<file path="src/rtl/vga_sync_if.sv">
// Purpose : VGA raster timing bundle from the sync generator to on-screen renderers.
// Latency : n/a (wiring only); all members are registered by the generator.
// Backpr. : none; the raster free-runs and consumers must keep pace with the pixel clock.
// Members : hsinc/vsinc sync levels, draw visible-area enable, h_count/v_count pixel
//           coordinates, line_start/frame_start one-cycle markers at column 0 / pixel (0,0).
interface vga_sync_if #(
  parameter int CNT_W = 10
);
  logic             hsinc;
  logic             vsinc;
  logic             draw;
  logic [CNT_W-1:0] h_count;
  logic [CNT_W-1:0] v_count;
  logic             line_start;
  logic             frame_start;

  modport master (
    output hsinc, vsinc, draw, h_count, v_count, line_start, frame_start
  );

  modport slave (
    input  hsinc, vsinc, draw, h_count, v_count, line_start, frame_start
  );
endinterface

</file>
<file path="src/rtl/vga_sync_generator.sv">
// Purpose : VGA raster timing (h/v counters, sync pulses, draw enable, line/frame markers).
// Latency : every output is registered and aligned with the h_count/v_count it describes.
// Backpr. : none; free-running at one pixel per pixelclock.
// Ports   : pixelclock (rising edge), reset (synchronous, active-high),
//           o_sync (vga_sync_if.master): hsinc, vsinc, draw, h_count, v_count,
//           line_start, frame_start.
module vga_sync_generator #(
  parameter int H_ACTIVE = 640,
  parameter int H_FRONT  = 16,
  parameter int H_SYNC   = 96,
  parameter int H_BACK   = 48,
  parameter int V_ACTIVE = 480,
  parameter int V_FRONT  = 10,
  parameter int V_SYNC   = 2,
  parameter int V_BACK   = 33,
  parameter bit SYNC_POL = 1'b0,
  parameter int CNT_W    = 10
) (
  input  logic       pixelclock,
  input  logic       reset,
  vga_sync_if.master o_sync
);

  localparam int H_TOTAL = H_ACTIVE + H_FRONT + H_SYNC + H_BACK;
  localparam int V_TOTAL = V_ACTIVE + V_FRONT + V_SYNC + V_BACK;

  // Last count of each region; a state leaves its region on the cycle its end count is shown.
  localparam logic [CNT_W-1:0] H_ACT_END = CNT_W'(H_ACTIVE - 1);
  localparam logic [CNT_W-1:0] H_FP_END  = CNT_W'(H_ACTIVE + H_FRONT - 1);
  localparam logic [CNT_W-1:0] H_SY_END  = CNT_W'(H_ACTIVE + H_FRONT + H_SYNC - 1);
  localparam logic [CNT_W-1:0] H_LAST    = CNT_W'(H_TOTAL - 1);
  localparam logic [CNT_W-1:0] V_ACT_END = CNT_W'(V_ACTIVE - 1);
  localparam logic [CNT_W-1:0] V_FP_END  = CNT_W'(V_ACTIVE + V_FRONT - 1);
  localparam logic [CNT_W-1:0] V_SY_END  = CNT_W'(V_ACTIVE + V_FRONT + V_SYNC - 1);
  localparam logic [CNT_W-1:0] V_LAST    = CNT_W'(V_TOTAL - 1);

  // Configuration errors are caught at elaboration; nothing is checked at run time.
  if ((H_TOTAL > (1 << CNT_W)) || (V_TOTAL > (1 << CNT_W))) begin : g_cnt_w_too_narrow
    $fatal(1, "vga_sync_generator: CNT_W cannot hold H_TOTAL-1 / V_TOTAL-1");
  end
  if ((H_ACTIVE < 1) || (H_FRONT < 1) || (H_SYNC < 1) || (H_BACK < 1) ||
      (V_ACTIVE < 1) || (V_FRONT < 1) || (V_SYNC < 1) || (V_BACK < 1)) begin : g_empty_region
    $fatal(1, "vga_sync_generator: every timing region must be at least one unit long");
  end

  typedef enum logic [1:0] {H_ACT, H_FP, H_SY, H_BP} h_state_t;
  typedef enum logic [1:0] {V_ACT, V_FP, V_SY, V_BP} v_state_t;

  h_state_t         r_h_state;
  v_state_t         r_v_state;
  logic [CNT_W-1:0] r_h_count;
  logic [CNT_W-1:0] r_v_count;
  // Set by reset: the first cycle after release shows pixel (0,0) again, now with
  // draw/line_start/frame_start decoded, so the counters hold for that one edge.
  logic             r_hold;
  logic             r_hsinc;
  logic             r_vsinc;
  logic             r_draw;
  logic             r_line_start;
  logic             r_frame_start;

  h_state_t         w_h_state_nx;
  v_state_t         w_v_state_nx;
  logic [CNT_W-1:0] w_h_count_nx;
  logic [CNT_W-1:0] w_v_count_nx;
  logic             w_h_wrap;
  logic             w_v_wrap;

  // Next raster position and region. Outputs are decoded from these next values so
  // that, once registered, they line up with the counters they describe.
  always_comb begin
    w_h_wrap     = (r_h_count == H_LAST);
    w_v_wrap     = (r_v_count == V_LAST);
    w_h_count_nx = '0;
    w_v_count_nx = '0;
    w_h_state_nx = H_ACT;
    w_v_state_nx = V_ACT;
    if (!r_hold) begin
      w_h_count_nx = w_h_wrap ? '0 : r_h_count + CNT_W'(1);
      w_v_count_nx = r_v_count;
      w_v_state_nx = r_v_state;
      // The wrap forces the active state, so a state out of step with the counter
      // can never persist past the end of a line (or frame, vertically).
      if (w_h_wrap) begin
        w_h_state_nx = H_ACT;
      end else begin
        w_h_state_nx = r_h_state;
        case (r_h_state)
          H_ACT: if (r_h_count == H_ACT_END) w_h_state_nx = H_FP;
          H_FP:  if (r_h_count == H_FP_END)  w_h_state_nx = H_SY;
          H_SY:  if (r_h_count == H_SY_END)  w_h_state_nx = H_BP;
          H_BP:  w_h_state_nx = H_BP;
        endcase
      end
      // Vertical position only moves at the end of a line, so vsinc edges land on h_count==0.
      if (w_h_wrap) begin
        w_v_count_nx = w_v_wrap ? '0 : r_v_count + CNT_W'(1);
        if (w_v_wrap) begin
          w_v_state_nx = V_ACT;
        end else begin
          case (r_v_state)
            V_ACT: if (r_v_count == V_ACT_END) w_v_state_nx = V_FP;
            V_FP:  if (r_v_count == V_FP_END)  w_v_state_nx = V_SY;
            V_SY:  if (r_v_count == V_SY_END)  w_v_state_nx = V_BP;
            V_BP:  w_v_state_nx = V_BP;
          endcase
        end
      end
    end
  end

  always_ff @(posedge pixelclock) begin
    if (reset) begin
      r_hold        <= 1'b1;
      r_h_count     <= '0;
      r_v_count     <= '0;
      r_h_state     <= H_ACT;
      r_v_state     <= V_ACT;
      r_hsinc       <= ~SYNC_POL;
      r_vsinc       <= ~SYNC_POL;
      r_draw        <= 1'b0;
      r_line_start  <= 1'b0;
      r_frame_start <= 1'b0;
    end else begin
      r_hold        <= 1'b0;
      r_h_count     <= w_h_count_nx;
      r_v_count     <= w_v_count_nx;
      r_h_state     <= w_h_state_nx;
      r_v_state     <= w_v_state_nx;
      r_hsinc       <= (w_h_state_nx == H_SY) ? SYNC_POL : ~SYNC_POL;
      r_vsinc       <= (w_v_state_nx == V_SY) ? SYNC_POL : ~SYNC_POL;
      r_draw        <= (w_h_state_nx == H_ACT) && (w_v_state_nx == V_ACT);
      r_line_start  <= (w_h_count_nx == '0);
      r_frame_start <= (w_h_count_nx == '0) && (w_v_count_nx == '0);
    end
  end

  assign o_sync.hsinc       = r_hsinc;
  assign o_sync.vsinc       = r_vsinc;
  assign o_sync.draw        = r_draw;
  assign o_sync.h_count     = r_h_count;
  assign o_sync.v_count     = r_v_count;
  assign o_sync.line_start  = r_line_start;
  assign o_sync.frame_start = r_frame_start;

endmodule

</file>
<file path="src/flat_wrapper.sv">
// flat-port wrapper written by rule: the top's interface ports become plain ports
module vga_sync_generator_flat 
#(
  parameter int H_ACTIVE = 640,
  parameter int H_FRONT  = 16,
  parameter int H_SYNC   = 96,
  parameter int H_BACK   = 48,
  parameter int V_ACTIVE = 480,
  parameter int V_FRONT  = 10,
  parameter int V_SYNC   = 2,
  parameter int V_BACK   = 33,
  parameter bit SYNC_POL = 1'b0,
  parameter int CNT_W    = 10
)
  (pixelclock, reset, o_sync_hsinc, o_sync_vsinc, o_sync_draw, o_sync_h_count, o_sync_v_count, o_sync_line_start, o_sync_frame_start);
  vga_sync_if #(.CNT_W(CNT_W)) o_sync_i ();
  input  logic pixelclock;
  input  logic reset;
  output wire logic [$bits(o_sync_i.hsinc)-1:0] o_sync_hsinc;
  output wire logic [$bits(o_sync_i.vsinc)-1:0] o_sync_vsinc;
  output wire logic [$bits(o_sync_i.draw)-1:0] o_sync_draw;
  output wire logic [$bits(o_sync_i.h_count)-1:0] o_sync_h_count;
  output wire logic [$bits(o_sync_i.v_count)-1:0] o_sync_v_count;
  output wire logic [$bits(o_sync_i.line_start)-1:0] o_sync_line_start;
  output wire logic [$bits(o_sync_i.frame_start)-1:0] o_sync_frame_start;
  assign o_sync_hsinc = o_sync_i.hsinc;
  assign o_sync_vsinc = o_sync_i.vsinc;
  assign o_sync_draw = o_sync_i.draw;
  assign o_sync_h_count = o_sync_i.h_count;
  assign o_sync_v_count = o_sync_i.v_count;
  assign o_sync_line_start = o_sync_i.line_start;
  assign o_sync_frame_start = o_sync_i.frame_start;
  vga_sync_generator #(.H_ACTIVE(H_ACTIVE), .H_FRONT(H_FRONT), .H_SYNC(H_SYNC), .H_BACK(H_BACK), .V_ACTIVE(V_ACTIVE), .V_FRONT(V_FRONT), .V_SYNC(V_SYNC), .V_BACK(V_BACK), .SYNC_POL(SYNC_POL), .CNT_W(CNT_W)) u_core (.pixelclock(pixelclock), .reset(reset), .o_sync(o_sync_i));
endmodule
</file>
<file path="config.mk">
export PLATFORM = sky130hd
export DESIGN_NAME = vga_sync_generator_flat
export DESIGN_NICKNAME = d
export VERILOG_FILES = /design/src/rtl/vga_sync_if.sv /design/src/rtl/vga_sync_generator.sv /design/src/flat_wrapper.sv
export SDC_FILE = /design/constraint.sdc
export NUM_CORES = 1
export LEC_CHECK = 0
export CORE_MARGIN = 2
export CORE_UTILIZATION = 40
export DETAILED_ROUTE_END_ITERATION = 7
export PLACE_DENSITY_LB_ADDON = 0.1
export SYNTH_ARGS = -nofsm -noshare
export SYNTH_HDL_FRONTEND = slang
export SYNTH_SLANG_ARGS = --single-unit
export TNS_END_PERCENT = 1
</file>
<file path="constraint.sdc">
create_clock -name pixelclock -period 2.5 [get_ports pixelclock]
set_input_delay 0.25 -clock pixelclock [delete_from_list [all_inputs] [get_ports pixelclock]]
set_output_delay 0.25 -clock pixelclock [all_outputs]
set_load 0.02 [all_outputs]
</file>
==> flow_summary.json, run 1 <==
{
  "fillers": 427,
  "synth_top_area_share_pct": 34.2,
  "switching_power_mw": 0.205,
  "swShare_pct": 22.3,
  "grt_max_degree": 12,
  "synthSimpleGateAreaFrac_pct": 31.0,
  "clock_latency_ns": 0.28,
  "endpoint_kind": "flip-flop",
  "grt_pass1_wl_mm": 7.18,
  "first_global_vias": 1573,
  "tightest_slew_ns": 0.378,
  "crit_required_ns": 2.72,
  "min_from": "u_core.o_sync.h_count[0]",
  "p_clk_share_pct": 42.7,
  "clock_skew_ns": 0.00703,
  "synth_top_family_by_area": "simple AND/OR/NAND/NOR gates",
  "finalNetCount": 241,
  "path_class": "reg2reg",
  "hold_slack_ns": 0.496,
  "drcViolationCount": 0,
  "grt_antenna_before_repair": 0,
  "ctsHoldBuffers": 0,
  "synthXorXnorAreaFrac_pct": 9.49,
  "synth_seq_area_share_pct": 34.2,
  "synth_edf_count": 0,
  "place_area_um2": 2040,
  "reg2reg_depth": 7,
  "cts_resized": 0,
  "drv_slew": 0,
  "syn-num-nets": 211,
  "cts_tree": "yes",
  "post-place-ws_ns": 0.243,
  "synth_top_area_cell": "dfxtp_1",
  "vias": 1555,
  "grt_overflow": 0,
  "antenna_cells": 0,
  "crit_fanout": 8,
  "layout_setup_ws_ns": 0.241,
  "synth-compound-area-share_pct": 12.5,
  "grtUsageTotal_pct": 18.4,
  "power_density_nw_per_um2": 431,
  "wl_met3_um": 157,
  "die_w_um": 70.2,
  "path_clk_slew_ns": 0.06,
  "p_seq_share_pct": 53.4,
  "ios": 27,
  "viasPerCell": 5.44,
  "cts_setup_buffers": 0,
  "power_mw": 0.917,
  "dieArea_um2": 4930,
  "dominantRegCellSynth": "dfxtp_1",
  "start_util_pct": 40.9,
  "synth_area_leaders": "dfxtp_1, nor2_1, xnor2_1",
  "wl_met1_mm": 1.83,
  "yosys_warnings": 0,
  "r2r_slack_ns": 0.24,
  "internal_power_mw": 0.712,
  "whs_path_depth": 1,
  "dp_hpwl_mm": 3.05,
  "synth_area_um2": 1750,
  "arrival_ns": 2.48,
  "outcome": "finished clean",
  "h-tree-depth": 2,
  "cts.sinks": 30,
  "dr.pass1.iters": 4,
  "post_drt_wl_per_cell_um": 14.5,
  "place_congestion": 0.944,
  "worstHoldEndpoint": "u_core.o_sync.h_count[0]",
  "fin_area_um2": 2130,
  "syn-mean-instance-area_um2": 8.56,
  "combPwrFrac_pct": 3.9,
  "ant_nets": 0,
  "finalNonFillerCells": 286,
  "r2r-start": "u_core.o_sync.h_count[1]",
  "cts_buffers": 5,
  "wl_mm": 4.15,
  "cts_root_buf": "clkbuf_8",
  "drv_cap": 0,
  "async_reset_ff_share_pct": 0,
  "synth_adder_area_share_pct": 2.85,
  "route.met2.wl_mm": 2.02,
  "cts_buffer_depth": 2,
  "syn_inst": 205,
  "vdd.ir_drop.worst_uv": 250,
  "setup_viol": 0,
  "placement.io_buffers": 26,
  "routed.top_layer": "met4",
  "final_util_pct": 49.5,
  "synth_cell_types": 53,
  "cp-start-kind": "flip-flop",
  "synth.ff_latch_count": 30,
  "regArea_um2": 601,
  "finalCriticalPeriod_ns": 2.26,
  "die_y_um": 70.2,
  "rows": 24,
  "setup_tns_ns": 0,
  "area_delta_synth_final_pct": 21.3,
  "drt_iter0_drc": 99,
  "hp-class": "reg2reg",
  "drive_gt1_share_pct": 13.2,
  "multiInputGateArea_um2": 998,
  "fmax_mhz": 443,
  "final-hold-violation-count": 0,
  "leakage_nw": 0.757,
  "dp.cells": 280,
  "synthMuxAreaShare_pct": 1.14,
  "rsz0062_at_grt": "no",
  "min_period_over_period_pct": 90.4,
  "coreArea_um2": 4290,
  "r2r-end": "u_core.o_sync.frame_start",
  "relSlewSlack_pct": 74.8
}
==> cell usage after synthesis, drive strengths merged (3+ instances only) <==
master	instances
nor2b	3
nand4	6
inv	6
or4	3
and3	4
buf	10
and4	4
dfxtp	30
o21ai	4
or2	3
a211oi	4
a21oi	6
a31oi	3
clkbuf	6
xor2	8
nor3	8
ha	4
nand3	6
xnor2	11
nand2	19
or3	4
nor2	28
==> power groups by stage <==
stage	combinational [mW]	clock [mW]	sequential [mW]
after floorplan	0.0178	0	0.503
after global placement	0.0371	0	0.500
after detailed placement	0.0372	0	0.500
after CTS	0.0374	0.402	0.489
after global routing	0.0396	0.422	0.490
final	0.0362	0.391	0.489
==> critical path, stage by stage, from the launching register on <==
cell and delay (ns):
dfxtp_1 0.42, ha_1 0.19, and3_1 0.24, and4_1 0.36
nand4_1 0.18, mux2i_1 0.15, or4_1 0.52, a21boi_1 0.14
==> flip-flops by register name, summed over array words and instances, names as in the netlist <==
register / flops
u_core.o_sync.frame_start: 1
u_core.o_sync.h_count: 10
u_core.o_sync.draw: 1
u_core.r_v_state: 2
u_core.o_sync.hsinc: 1
u_core.r_h_state: 2
u_core.o_sync.vsinc: 1
u_core.o_sync.v_count: 10
u_core.r_hold: 1
u_core.o_sync.line_start: 1
==> cells in the final DEF (no fill, tap or decap), types with 4 or more instances in the layout <==
cell,Yosys,routed
and4_1,4,4
nand2_1,19,19
inv_1,6,6
nand3_1,6,6
clkbuf_8,1,6
xor2_1,8,8
or3_1,4,4
ha_1,4,4
clkdlybuf4s50_1,0,26
nor2_1,27,27
xnor2_1,11,11
nor3_1,8,8
a21oi_1,5,5
a211oi_1,4,4
buf_4,2,13
dfxtp_1,30,30
nand4_1,5,5
==> kinds of logic after synthesis <==
logic type / after synthesis
AND/OR/NAND/NOR: 98
AO/OA/AOI/OAI: 30
flip-flops: 30
buffers and inverters: 22
XOR/XNOR: 19
adder cells (fa/ha/maj): 4
multiplexers: 2
==> cell type report <==
class / count / area share, %
Sequential cell: 30 / 28.2
Inverter: 6 / 1.06
Timing Repair Buffer: 39 / 16.8
Multi-Input combinational cell: 153 / 46.9
Clock buffer: 6 / 3.88
Tap cell: 52 / 3.06
==> worst max-delay path by stage <==
stage,startpoint,end,slack (ns),cells past startpoint
after global routing,u_core.o_sync.h_count[1],u_core.o_sync.frame_start,0.07,7
final,u_core.o_sync.h_count[1],u_core.o_sync.frame_start,0.24,7
after CTS,u_core.o_sync.h_count[0],u_core.o_sync.frame_start,0.24,7
after detailed placement,u_core.o_sync.h_count[1],u_core.o_sync.frame_start,0.24,7
after floorplan,u_core.o_sync.h_count[1],u_core.o_sync.frame_start,0.04,8
after global placement,u_core.o_sync.v_count[0],u_core.o_sync.frame_start,0.29,6
==> per-layer routing <==
metal / up-vias / track usage [%]
li1: 782 / -
met1: 719 / 20.9
met2: 39 / 30.4
met3: 15 / 4.91
met4: 0 / 11.1
met5: - / 0
Power figures use the tool's default switching activity.
==> run 2: changes to the inputs <==
--- a/config.mk
+++ b/config.mk
@@ -5,6 +5,7 @@
 export SDC_FILE = /design/constraint.sdc
 export NUM_CORES = 1
 export LEC_CHECK = 0
+export ABC_CLOCK_PERIOD_IN_PS = 2500
 export CORE_MARGIN = 2
 export CORE_UTILIZATION = 40
 export DETAILED_ROUTE_END_ITERATION = 7
==> results of run 2 <==
Final layout, timing and power as in run 1 (identical DEF).
==> run 3: changes to the inputs <==
--- a/config.mk
+++ b/config.mk
@@ -5,11 +5,12 @@
 export SDC_FILE = /design/constraint.sdc
 export NUM_CORES = 1
 export LEC_CHECK = 0
-export ABC_CLOCK_PERIOD_IN_PS = 2500
 export CORE_MARGIN = 2
 export CORE_UTILIZATION = 40
 export DETAILED_ROUTE_END_ITERATION = 7
+export DONT_BUFFER_PORTS = 1
 export PLACE_DENSITY_LB_ADDON = 0.1
+export SKIP_LAST_GASP = 1
 export SYNTH_ARGS = -nofsm -noshare
 export SYNTH_HDL_FRONTEND = slang
 export SYNTH_SLANG_ARGS = --single-unit
==> run 3 against run 2 <==
Setup slack worse by 0.025 ns. Clock skew down 0.0019 ns. Utilization is 4.1 points lower. Global-route usage is 0.54 points lower. Cell count decreased by 4.5%. Die area unchanged. Critical path depth unchanged. Critical path type unchanged.
==> flow_summary.json, run 3 (synthesis results as in run 1) <==
{
  "outcome": "finished clean",
  "rows": 24,
  "finalNonFillerCells": 273,
  "first_global_vias": 1514,
  "critPathSlowestCell": "or4_1",
  "cts_root_buf": "clkbuf_8",
  "power_density_nw_per_um2": 447,
  "routed.top_layer": "met4",
  "path_class": "reg2reg",
  "hp-class": "in2reg",
  "drv_cap": 0,
  "worstPathCellList": "ha_1 > and3_1 > and4_1 > nand4_1 > mux2i_1 > or4_1 > a21boi_1",
  "ant_nets": 0,
  "dr.pass1.iters": 4,
  "min_period_over_period_pct": 91.4,
  "grtUsageTotal_pct": 17.8,
  "grt_antenna_before_repair": 0,
  "path_clk_slew_ns": 0.06,
  "die_y_um": 70.2,
  "cp-start-kind": "flip-flop",
  "route.met2.wl_mm": 2.06,
  "viasPerCell": 5.51,
  "combPwrFrac_pct": 2.7,
  "p_seq_share_pct": 56.4,
  "place_congestion": 0.850,
  "cts.sinks": 30,
  "dp.cells": 265,
  "layout_commonest_cell": "dfxtp_1",
  "arrival_ns": 2.49,
  "setup_tns_ns": 0,
  "drive_gt1_share_pct": 18.6,
  "rsz0062_at_grt": "no",
  "grt_pass1_wl_mm": 7.09,
  "power_mw": 0.873,
  "grt_overflow": 0,
  "grt_max_degree": 12,
  "placement.io_buffers": 0,
  "setup_viol": 0,
  "leakage_nw": 0.727,
  "switching_power_mw": 0.189,
  "fmax_mhz": 438,
  "internal_power_mw": 0.684,
  "final_cell_mix": "dfxtp_1, nor2_1, buf_4, nand2_1, xnor2_1",
  "finalNetCount": 227,
  "relSlewSlack_pct": 68.4,
  "drcViolationCount": 0,
  "final-hold-violation-count": 0,
  "endpoint_kind": "flip-flop",
  "dp_hpwl_mm": 3.10,
  "h-tree-depth": 2,
  "finalCriticalPeriod_ns": 2.28,
  "r2r_slack_ns": 0.22,
  "start_util_pct": 40.9,
  "drt_iter0_drc": 61,
  "coreArea_um2": 4290,
  "die_w_um": 70.2,
  "cts_resized": 0,
  "crit_fanout": 7,
  "clock_latency_ns": 0.27,
  "place_area_um2": 1870,
  "ios": 27,
  "area_delta_synth_final_pct": 11.3,
  "vias": 1503,
  "cts_tree": "yes",
  "vdd.ir_drop.worst_uv": 200,
  "post_drt_wl_per_cell_um": 14.9,
  "antenna_cells": 0,
  "cts_buffers": 5,
  "slowest_delay_ns": 0.53,
  "dieArea_um2": 4930,
  "drv_slew": 0,
  "wl_mm": 4.07,
  "crit_required_ns": 2.70,
  "cts_buffer_depth": 2,
  "wl_met1_mm": 1.76,
  "fin_area_um2": 1950,
  "swShare_pct": 21.6,
  "tightest_slew_ns": 0.473,
  "wl_met3_um": 184,
  "clock_skew_ns": 0.00512,
  "p_clk_share_pct": 40.9
}
==> run 3: changes by cell type in the layout (fill, tap and decap cells not counted) <==
cell,change
clkdlybuf4s50_1,-26
clkbuf_8,-1
clkbuf_1,+2
dlygate4sd3_1,+1
buf_4,+11
==> run 3: worst paths after layout <==
path,start,endpoint,cells past startpoint
worst max register to register,u_core.o_sync.h_count[0],u_core.o_sync.frame_start,7
worst min register to register,u_core.r_h_state[1],u_core.r_h_state[0],2
worst max-delay path,u_core.o_sync.h_count[0],u_core.o_sync.frame_start,7
worst min-delay path,reset,u_core.o_sync.v_count[4],1
==> run 3: area by class of cell <==
class	count	area, um2
Multi-Input combinational cell	153	998
Timing Repair Buffer	25	190
Fill cell	442	2340
Tap cell	52	65.1
Inverter	6	22.5
Clock buffer	7	76.3
Sequential cell	30	601
==> run 3: timing repair <==
item,4_1_cts,5_1_grt
hold endpoints to repair,1,0
hold buffers,1,0
setup buffers,0,0
==> run 3: metal layers <==
layer / GRT usage (%) / vias up
li1: - / 749
met5: 0 / -
met1: 20.0 / 725
met2: 31.2 / 23
met3: 5.92 / 6
met4: 6.41 / 0
==> run 3: critical path, delay by kind of cell, from the launching register on <==
family / cells / cell delay (ns)
and+or+nand+nor: 4 / 1.41
DFF: 1 / 0.33
muxes: 1 / 0.18
adders and majority gates: 1 / 0.16
AOI/OAI and AO/OA: 1 / 0.15
==> run 3: power groups by stage <==
| stage | clock, mW | sequential [mW] | combinational (mW) |
|---|---|---|---|
| after floorplan | 0 | 0.503 | 0.0178 |
| after global placement | 0 | 0.503 | 0.0232 |
| after detailed placement | 0 | 0.503 | 0.0229 |
| after CTS | 0.366 | 0.493 | 0.0244 |
| after global routing | 0.394 | 0.493 | 0.0270 |
| final | 0.357 | 0.492 | 0.0238 |
==> run 3: through the flow <==
stage	worst slack [ns]	hold slack (ns)	util [%]
2_1_floorplan	0.0438	0.278	-
3_3_place_gp	0.289	0.278	43.5
3_5_place_dp	0.205	0.279	43.5
4_1_cts	0.189	0.0366	45.5
5_1_grt	0.0292	0.0324	45.5
6_report	0.216	0.0443	45.5
